## src/rtl/cpu_pkg.sv

```systemverilog
// Shared CPU datapath definitions.
// Contents:
//   - XLEN_DEF        default datapath width
//   - SIZE_B/H/W/D    access size encodings (byte, half, word, dword)
//   - ADDR_MODE_*     effective-address operand select
//   - size_to_mask()  unshifted byte-enable mask for an access size
package cpu_pkg;

   localparam int XLEN_DEF = 32;

   localparam logic [1:0] SIZE_B = 2'b00;
   localparam logic [1:0] SIZE_H = 2'b01;
   localparam logic [1:0] SIZE_W = 2'b10;
   localparam logic [1:0] SIZE_D = 2'b11;

   localparam logic ADDR_MODE_IMM = 1'b0;
   localparam logic ADDR_MODE_IDX = 1'b1;

   function automatic logic [7:0] size_to_mask(input logic [1:0] size);
      logic [7:0] mask;
      case (size)
         SIZE_B:  mask = 8'h01;
         SIZE_H:  mask = 8'h03;
         SIZE_W:  mask = 8'h0F;
         default: mask = 8'hFF;
      endcase
      return mask;
   endfunction

endpackage

```

## src/rtl/agu_align.sv

```systemverilog
// Address generation and lane alignment (purely combinational).
// Ports:
//   addr_mode  in   0 = rs1+imm, 1 = rs1+rs2
//   size       in   access size (SIZE_B/H/W/D)
//   mem_rd     in   load
//   mem_wr     in   store
//   imm        in   sign-extended immediate
//   rs1        in   base operand
//   rs2        in   index operand / store data
//   ea         out  effective address, wraps modulo 2^XLEN
//   wdata      out  rs2 shifted to the byte lane selected by ea
//   be         out  byte enables, zero for non-memory or bad accesses
//   misalign   out  memory access that is misaligned or illegal
module agu_align
   import cpu_pkg::*;
#(
   parameter  int XLEN  = XLEN_DEF,
   localparam int BE_W  = XLEN / 8,
   localparam int OFF_W = $clog2(BE_W)
) (
   input  logic            addr_mode,
   input  logic [1:0]      size,
   input  logic            mem_rd,
   input  logic            mem_wr,
   input  logic [XLEN-1:0] imm,
   input  logic [XLEN-1:0] rs1,
   input  logic [XLEN-1:0] rs2,
   output logic [XLEN-1:0] ea,
   output logic [XLEN-1:0] wdata,
   output logic [BE_W-1:0] be,
   output logic            misalign
);

   logic [OFF_W-1:0] off;
   logic             aligned;
   logic             is_mem;
   logic             bad;
   logic [BE_W-1:0]  base_mask;

   assign ea  = rs1 + ((addr_mode == ADDR_MODE_IDX) ? rs2 : imm);
   assign off = ea[OFF_W-1:0];

   // A dword is only reachable on a 64-bit datapath; on 32-bit it is illegal.
   always_comb begin
      aligned = 1'b0;
      case (size)
         SIZE_B:  aligned = 1'b1;
         SIZE_H:  aligned = ~ea[0];
         SIZE_W:  aligned = (ea[1:0] == 2'b00);
         default: aligned = (XLEN == 64) && (ea[2:0] == 3'b000);
      endcase
   end

   // Simultaneous load and store is treated the same as a bad alignment.
   assign is_mem   = mem_rd | mem_wr;
   assign bad      = ~aligned | (mem_rd & mem_wr);
   assign misalign = is_mem & bad;

   assign base_mask = BE_W'(size_to_mask(size));
   assign be        = (is_mem && !bad) ? (base_mask << off) : '0;
   assign wdata     = rs2 << {off, 3'b000};

endmodule

```

## src/rtl/exmem_stage_reg.sv

```systemverilog
// EX/MEM pipeline register with valid/ready handshake, stall and flush.
// The effective address, store lanes and byte enables come from agu_align
// and are registered here together with the gated control bits.
// Ports:
//   clk_i, rst_n_i              clock, synchronous active-low reset
//   valid_i / ready_o           upstream handshake (ready_o combinational)
//   flush_i                     drop the held entry and any incoming one
//   wb_i, mem_rd_i, mem_wr_i    instruction control bits
//   addr_mode_i, size_i         address mode and access size
//   alu_res_i, imm_i            ALU result, immediate
//   rs1_data_i, rs2_data_i      base, index / store data
//   rd_addr_i                   destination register
//   valid_o / ready_i           downstream handshake
//   wb_o, mem_rd_o, mem_wr_o    registered control, gated by misalign
//   mem_addr_o, mem_wdata_o     effective address, lane-aligned store data
//   mem_be_o                    byte enables
//   alu_res_o, rd_addr_o        registered ALU result, destination
//   misalign_o                  misaligned or illegal memory access
module exmem_stage_reg
   import cpu_pkg::*;
#(
   parameter  int XLEN    = XLEN_DEF,
   parameter  int RADDR_W = 5,
   localparam int BE_W    = XLEN / 8
) (
   input  logic               clk_i,
   input  logic               rst_n_i,
   input  logic               valid_i,
   output logic               ready_o,
   input  logic               flush_i,
   input  logic               wb_i,
   input  logic               mem_rd_i,
   input  logic               mem_wr_i,
   input  logic               addr_mode_i,
   input  logic [1:0]         size_i,
   input  logic [XLEN-1:0]    alu_res_i,
   input  logic [XLEN-1:0]    imm_i,
   input  logic [XLEN-1:0]    rs1_data_i,
   input  logic [XLEN-1:0]    rs2_data_i,
   input  logic [RADDR_W-1:0] rd_addr_i,
   output logic               valid_o,
   input  logic               ready_i,
   output logic               wb_o,
   output logic               mem_rd_o,
   output logic               mem_wr_o,
   output logic [XLEN-1:0]    mem_addr_o,
   output logic [XLEN-1:0]    mem_wdata_o,
   output logic [BE_W-1:0]    mem_be_o,
   output logic [XLEN-1:0]    alu_res_o,
   output logic [RADDR_W-1:0] rd_addr_o,
   output logic               misalign_o
);

   if (XLEN != 32 && XLEN != 64) begin : g_bad_xlen
      $error("exmem_stage_reg: XLEN must be 32 or 64");
   end

   logic [XLEN-1:0] ea;
   logic [XLEN-1:0] wdata;
   logic [BE_W-1:0] be;
   logic            misalign;
   logic            take;

   agu_align #(
      .XLEN (XLEN)
   ) u_agu (
      .addr_mode (addr_mode_i),
      .size      (size_i),
      .mem_rd    (mem_rd_i),
      .mem_wr    (mem_wr_i),
      .imm       (imm_i),
      .rs1       (rs1_data_i),
      .rs2       (rs2_data_i),
      .ea        (ea),
      .wdata     (wdata),
      .be        (be),
      .misalign  (misalign)
   );

   assign ready_o = !valid_o || ready_i;
   assign take    = valid_i && ready_o;

   // Flush only clears the qualifying bits; data fields may stay stale.
   // A bad access is still captured as valid so the exception path sees it,
   // with its side-effecting controls suppressed.
   always_ff @(posedge clk_i) begin
      if (!rst_n_i) begin
         valid_o     <= 1'b0;
         wb_o        <= 1'b0;
         mem_rd_o    <= 1'b0;
         mem_wr_o    <= 1'b0;
         misalign_o  <= 1'b0;
         mem_addr_o  <= '0;
         mem_wdata_o <= '0;
         mem_be_o    <= '0;
         alu_res_o   <= '0;
         rd_addr_o   <= '0;
      end else if (flush_i) begin
         valid_o    <= 1'b0;
         wb_o       <= 1'b0;
         mem_rd_o   <= 1'b0;
         mem_wr_o   <= 1'b0;
         misalign_o <= 1'b0;
      end else if (take) begin
         valid_o     <= 1'b1;
         wb_o        <= wb_i && !misalign;
         mem_rd_o    <= mem_rd_i && !misalign;
         mem_wr_o    <= mem_wr_i && !misalign;
         misalign_o  <= misalign;
         mem_addr_o  <= ea;
         mem_wdata_o <= wdata;
         mem_be_o    <= be;
         alu_res_o   <= alu_res_i;
         rd_addr_o   <= rd_addr_i;
      end else if (ready_i) begin
         valid_o <= 1'b0;
      end
   end

endmodule

```

## config.mk

```make
export PLATFORM = sky130hd
export DESIGN_NAME = exmem_stage_reg
export DESIGN_NICKNAME = d
export VERILOG_FILES = /design/src/rtl/cpu_pkg.sv /design/src/rtl/agu_align.sv /design/src/rtl/exmem_stage_reg.sv
export SDC_FILE = /design/constraint.sdc
export NUM_CORES = 1
export LEC_CHECK = 0
export ABC_AREA = 1
export BUFFER_PORTS_ARGS = -buffer_cell sky130_fd_sc_hd__clkbuf_2
export CORE_MARGIN = 10
export CORE_UTILIZATION = 51
export DETAILED_ROUTE_END_ITERATION = 10
export MAX_ROUTING_LAYER = met4
export PLACE_DENSITY_LB_ADDON = 0.12
export RECOVER_POWER = 100
export SYNTH_ARGS = -nofsm -noshare
export SYNTH_HDL_FRONTEND = slang
export SYNTH_SLANG_ARGS = --single-unit
```

## constraint.sdc

```tcl
create_clock -name clk_i -period 4.05 [get_ports clk_i]
set_input_delay 1.215 -clock clk_i [delete_from_list [all_inputs] [get_ports clk_i]]
set_output_delay 1.215 -clock clk_i [all_outputs]
set_load 0.05 [all_outputs]
```

==> flow_summary.json, run 1 <==
{
  "outcome": "complete, but fails checks",
  "violations": "max-capacitance violations, max-slew violations",
  "power_density_nw_per_um2": 385,
  "fmax_ghz": 0.280,
  "drtIter0Drc": 1015,
  "post-route-min-period_ns": 3.57,
  "num_rows": 42,
  "crit_required_ns": 4.31,
  "internal_power_uw": 1970,
  "cp_cell_sequence": "clkbuf_1, clkbuf_2, mux2_2, ha_1, nand2_1, nor2_1, nand2_1, nand2_1, inv_1, nand3_1, nand2_1, nor2_1, nor2_1",
  "root_buffer": "clkbuf_16",
  "clkPwrFrac_pct": 29.3,
  "diodes": 0,
  "synthesis.nets": 1286,
  "grt_pass1_wl_um": 39500,
  "cp-end-kind": "flip-flop",
  "yosysWarnings": 0,
  "ir_drop_v": 0.000192,
  "postCtsSetupRepairBufs": 0,
  "area_delta_synth_final_pct": 21.5,
  "hpwl_um": 21400,
  "start_kind": "input pin",
  "critical_path_buf_inv_count": 3,
  "ys_types": 38,
  "clock-sinks": 110,
  "hold_violations": 0,
  "grt_max_degree": 51,
  "syn_area_um2": 7050,
  "setup-tns-final_ns": 0,
  "ys_seq_elements": 110,
  "worst_path_most_repeated_cell": "nand2_1",
  "post_drt_wl_per_cell_um": 17.4,
  "detail-route-antenna-nets": 0,
  "cp_max_fo": 15,
  "final_cell_mix": "nand2_1, inv_1, nor2_1",
  "worstSetupPathType": "in -> reg",
  "hold_path_class": "reg -> reg",
  "utilization_pct": 64.0,
  "met3_usage_pct": 4.52,
  "maxSlewHeadroom_pct": -12.6,
  "globalplace.congestion": 1.00,
  "drt-total-wl_um": 26500,
  "syn_inst": 1110,
  "port_buffers": 254,
  "skew_ns": 0.00632,
  "drt_first_pass_iters": 6,
  "gr-total-overflow": 0,
  "power.net_switching_uw": 1330,
  "start_util_pct": 52.6,
  "cpLargestDelayFamily": "simple AND/OR/NAND/NOR gates",
  "core_area_um2": 13400,
  "busiest_layer": "met2",
  "power.total_uw": 3300,
  "timing.final.crit_share_pct": 88.0,
  "grt_pass1_vias": 7331,
  "drive_gt1_share_pct": 14.3,
  "crit_slowest_cell": "mux2_2",
  "layout.nets": 1517,
  "drv_cap": 2,
  "dieArea_um2": 18900,
  "die-height_um": 138,
  "grtUsageMet2_pct": 43.4,
  "drc": 0,
  "ios": 255,
  "die_x_um": 138,
  "syn_area_per_cell_um2": 6.36,
  "holdBufCountCts": 0,
  "antenna_found_initial": 0,
  "seq_area_frac_synth_pct": 31.2,
  "p_leak_uw": 0.00452,
  "cts_max_path_buffers": 2,
  "worstMarginPinSlew_ns": 1.69,
  "grtUsageMet1_pct": 34.4,
  "power_switching_share_pct": 40.4,
  "clk_pin_slew_ns": 0.08,
  "track_usage_pct": 27.4,
  "final_common_cell": "nand2_1",
  "nFillCells": 1388,
  "seq_power_share_pct": 36.2,
  "cts_tree": "built",
  "maxSlewViolCount": 75,
  "viasPerCell": 5.23,
  "grt_setup_unrepaired": "false",
  "cts_resized": 0,
  "cts_buffers": 9,
  "insertion_delay_ns": 0.37,
  "via_count": 7956,
  "htreeDepth": 3,
  "comb_power_share_pct": 34.6,
  "max_stage_delay_ns": 0.42,
  "cp_data_arrival_time_ns": 3.82,
  "setup_viol": 0
}
## cell families after synthesis
group / synth area share [%]
simple gates: 30.4
compound gates: 16.6
buf+inv: 11.5
flops: 31.2
fa+ha+maj: 5.78
mux: 2.55
xor+xnor: 1.86
## path summary, 6_finish.rpt
check	from	end	slack [ns]	depth (start not counted)
min	mem_addr_o[0]	mem_addr_o[0]	0.47	2
max reg2reg	valid_o	alu_res_o[14]	1.25	7
min reg2reg	mem_addr_o[0]	mem_addr_o[0]	0.47	2
max	addr_mode_i	mem_addr_o[18]	0.48	13
## final cells by class
class                   count  area, um^2  share of cell area (%)
clock buffers               9         225                    2.63
clock inverters             7        88.8                    1.04
inverters                 162         613                    7.15
multi-input cells         795        4020                    46.9
flip-flops and latches    110        2200                    25.7
well taps                 176         220                    2.57
repair buffers            263        1200                    14.0
## registers in the layout (all words and copies together), names as in the netlist
register	flops
wb_o	1
misalign_o	1
mem_wr_o	1
valid_o	1
rd_addr_o	5
mem_addr_o	32
mem_wdata_o	32
alu_res_o	32
mem_be_o	4
mem_rd_o	1
## tightest hold or removal path: stages (launching register included)
cell,delay (ns)
dfxtp_1,0.32
nand2_1,0.06
a21oi_1,0.05
## cell usage after synthesis (all sizes together)
library cell  instances  area share, %
nor3                  3           0.28
nand3b                2           0.21
dfxtp               110             31
a22oi                 9           0.96
ha                   31            5.5
and2                  1          0.089
buf                  21            1.6
mux2                 16            2.6
a31oi                 4           0.35
o221ai                1           0.12
a21o                  2           0.21
o211ai                5           0.53
nand2               299             16
clkbuf               22            1.2
nand3                55            4.0
a21oi                80            5.7
o21ai                76            5.4
a32oi                 4           0.50
clkinv                1          0.053
fa                    1           0.28
xor2                 13            1.6
xnor2                 2           0.25
inv                 161            8.6
o21a                 12            1.3
nand4                 3           0.27
o21bai               15            1.6
nor2                161            9.3
## power groups by stage
stage               Combinational (uW)  Sequential [uW]  Clock, uW
finish                            1140             1190        967
global route                      1250             1200       1010
CTS                               1150             1190        968
detailed placement                1150             1220          0
global placement                  1140             1220          0
floorplan                          561             1470          0
## routing by layer
metal,wire length (um),up-vias
met4,775,0
li1,-,3978
met2,12100,358
met3,2270,53
met5,0,-
met1,11400,3567
## metrics by stage
stage          instances  hold slack [ns]  instance area (um^2)  setup slack [ns]
6_report            1522            0.472                  8570             0.484
5_1_grt             1522            0.483                  8570             0.294
4_1_cts             1522            0.471                  8740             0.789
3_5_place_dp        1506            0.459                  8430             0.411
3_3_place_gp        1506            0.452                  8430             0.454
2_1_floorplan       1110            0.681                  7050             0.714
Power figures use the tool's default switching activity.
==> run 2: changes to the inputs <==
--- a/config.mk
+++ b/config.mk
@@ -8,10 +8,10 @@
 export ABC_AREA = 1
 export BUFFER_PORTS_ARGS = -buffer_cell sky130_fd_sc_hd__clkbuf_2
 export CORE_MARGIN = 10
-export CORE_UTILIZATION = 51
+export CORE_UTILIZATION = 46
 export DETAILED_ROUTE_END_ITERATION = 10
 export MAX_ROUTING_LAYER = met4
-export PLACE_DENSITY_LB_ADDON = 0.12
+export PLACE_DENSITY = 0.78
 export RECOVER_POWER = 100
 export SYNTH_ARGS = -nofsm -noshare
 export SYNTH_HDL_FRONTEND = slang
==> constraint.sdc (replaced) <==
create_clock -name clk_i -period 2.9 [get_ports clk_i]
set_input_delay 0.87 -clock clk_i [delete_from_list [all_inputs] [get_ports clk_i]]
set_output_delay 0.87 -clock clk_i [all_outputs]
set_load 0.05 [all_outputs]
==> run 2 against run 1 <==
  * The flow now finishes without violations
  * Sequential power increased by 40%
  * Critical path depth fell by 3
  * Clock power up 27%
  * Clock skew is 0.0026 ns higher
  * Flip-flop and latch count did not move
  * Global-route usage down 2.1 points
  * Utilization is 3.2 points lower
  * Sequential share of layout area is 1.7 points lower
  * Final cell count up 5.7%
  * First-iteration DRC count fell by 27%
  * Highest routed layer unchanged
==> flow_summary.json, run 2 (synthesis gave the netlist of run 1 again) <==
{
  "worstHoldPathCells": 2,
  "track_usage_pct": 25.3,
  "whs_endpoint": "mem_rd_o",
  "drv_cap": 0,
  "num_rows": 45,
  "setup_viol": 0,
  "ir_drop_v": 0.000307,
  "r2r_slack_ns": 0.98,
  "grt_max_degree": 92,
  "fin_ws_ns": 0.130,
  "pre_cts_slack_ns": -0.168,
  "start_util_pct": 46.7,
  "cp_data_arrival_time_ns": 3.06,
  "cp_cell_sequence": "clkbuf_2, mux2_2, ha_1, fa_2, buf_12, nor2_8, inv_2, nor2_4, nand2_1, a21oi_1",
  "holdWs_ns": 0.466,
  "r2r_end": "alu_res_o[14]",
  "drt_first_pass_iters": 5,
  "fmax_ghz": 0.361,
  "worstHoldStart": "mem_rd_o",
  "cp-end-kind": "flip-flop",
  "post-route-min-period_ns": 2.77,
  "nFillCells": 1548,
  "grt_setup_unrepaired": "true",
  "die_x_um": 144,
  "hold_violations": 0,
  "viasPerCell": 5.10,
  "cts_max_path_buffers": 2,
  "final_common_cell": "nand2_1",
  "cts_tree": "built",
  "detail-route-antenna-nets": 0,
  "setup-tns-final_ns": 0,
  "hpwl_um": 21600,
  "drc": 0,
  "grt_pass1_wl_um": 40200,
  "cpLargestDelayFamily": "adder cells",
  "grt_pass1_vias": 7741,
  "post_drt_wl_per_cell_um": 16.6,
  "cp-startpoint": "addr_mode_i",
  "skew_ns": 0.00891,
  "drtIter0Drc": 738,
  "holdBufCountCts": 0,
  "critical_path_buf_inv_count": 3,
  "p_leak_uw": 0.00487,
  "hold_path_class": "reg -> reg",
  "dieArea_um2": 20700,
  "postCtsSetupRepairBufs": 0,
  "gr-total-overflow": 0,
  "drt-total-wl_um": 26700,
  "power_density_nw_per_um2": 508,
  "final_cell_mix": "nand2_1, inv_1, nor2_1",
  "root_buffer": "clkbuf_16",
  "drive_gt1_share_pct": 19.2,
  "maxSlewViolCount": 0,
  "clk_pin_slew_ns": 0.08,
  "outcome": "finished clean",
  "insertion_delay_ns": 0.37,
  "cp_max_fo": 9,
  "globalplace.congestion": 1.02,
  "crit_slowest_cell": "fa_2",
  "reg2regPathDepth": 7,
  "worstSetupPathType": "in -> reg",
  "cts_buffers": 9,
  "antenna_found_initial": 0,
  "maxSlewHeadroom_pct": 47.1,
  "start_kind": "input pin",
  "max_stage_delay_ns": 0.56,
  "timing.final.crit_share_pct": 95.5,
  "port_buffers": 254,
  "via_count": 8208,
  "htreeDepth": 3,
  "crit_required_ns": 3.19,
  "area_delta_synth_final_pct": 30.0,
  "diodes": 0,
  "largest_registers": "alu_res_o (32), mem_addr_o (32), mem_wdata_o (32)",
  "r2r_start": "valid_o",
  "core_area_um2": 15100,
  "layout.nets": 1593,
  "clock-sinks": 110,
  "worstMarginPinSlew_ns": 0.794,
  "die-height_um": 144,
  "ios": 255
}
run 2: cell count changes in the layout (fill, tap and decap cells not counted), moves of 2 or more:
cell	previous run	this run
nor2_1	156	154
clkbuf_2	141	146
clkbuf_4	0	5
clkbuf_1	116	113
clkinvlp_4	0	2
buf_12	1	5
buf_4	5	70
nor2_2	1	3
run 2: per-layer routing:
| layer | global-route usage (%) | up-vias | wire (um) |
|---|---|---|---|
| li1 | - | 4130 | - |
| met1 | 31.5 | 3695 | 11200 |
| met2 | 41.2 | 340 | 12600 |
| met3 | 3.76 | 43 | 2230 |
| met4 | 8.44 | 0 | 706 |
| met5 | - | - | 0 |
run 2: worst max-delay path by stage:
stage	to	depth (start not counted)
4_1_cts	mem_addr_o[9]	14
6_report	mem_wdata_o[2]	10
3_3_place_gp	mem_addr_o[9]	14
2_1_floorplan	mem_rd_o	9
5_1_grt	mem_addr_o[27]	13
3_5_place_dp	mem_addr_o[9]	14
run 2: final cells by class:
type                       instances  area [um^2]  share of cell area, %
tap                              188          235                   2.56
sequential                       110         2200                   24.0
clock inverter                     6         57.6                  0.628
clock buffer                       9          225                   2.46
timing repair buffer             339         1820                   19.8
multi-input combinational        795         4020                   43.9
inverter                         162          611                   6.66
run 2: worst reg2reg max path, delay by kind of cell (launching register included):
family | cells | cell delay, ns
flops | 1 | 0.34
buf+inv | 2 | 0.94
simple gates | 5 | 0.58
run 2: what timing repair did:
item,CTS,global route
hold endpoints to repair,0,0
setup endpoints to repair,0,3
gates resized for setup,0,1
run 2: power by group:
part | total, uW | internal [uW] | switching [uW]
clock | 1230 | 595 | 637
combinational | 1770 | 586 | 1180
sequential | 1670 | 1610 | 53.2
run 2: per-stage QoR:
step	instances	cell area (um^2)	utilization [%]	power [uW]
2_1_floorplan	1110	7070	-	2830
3_3_place_gp	1594	9070	60.1	3460
3_5_place_dp	1594	9070	60.1	3480
4_1_cts	1609	9350	62.0	4700
5_1_grt	1609	9170	60.8	4900
6_report	1609	9170	60.8	4660
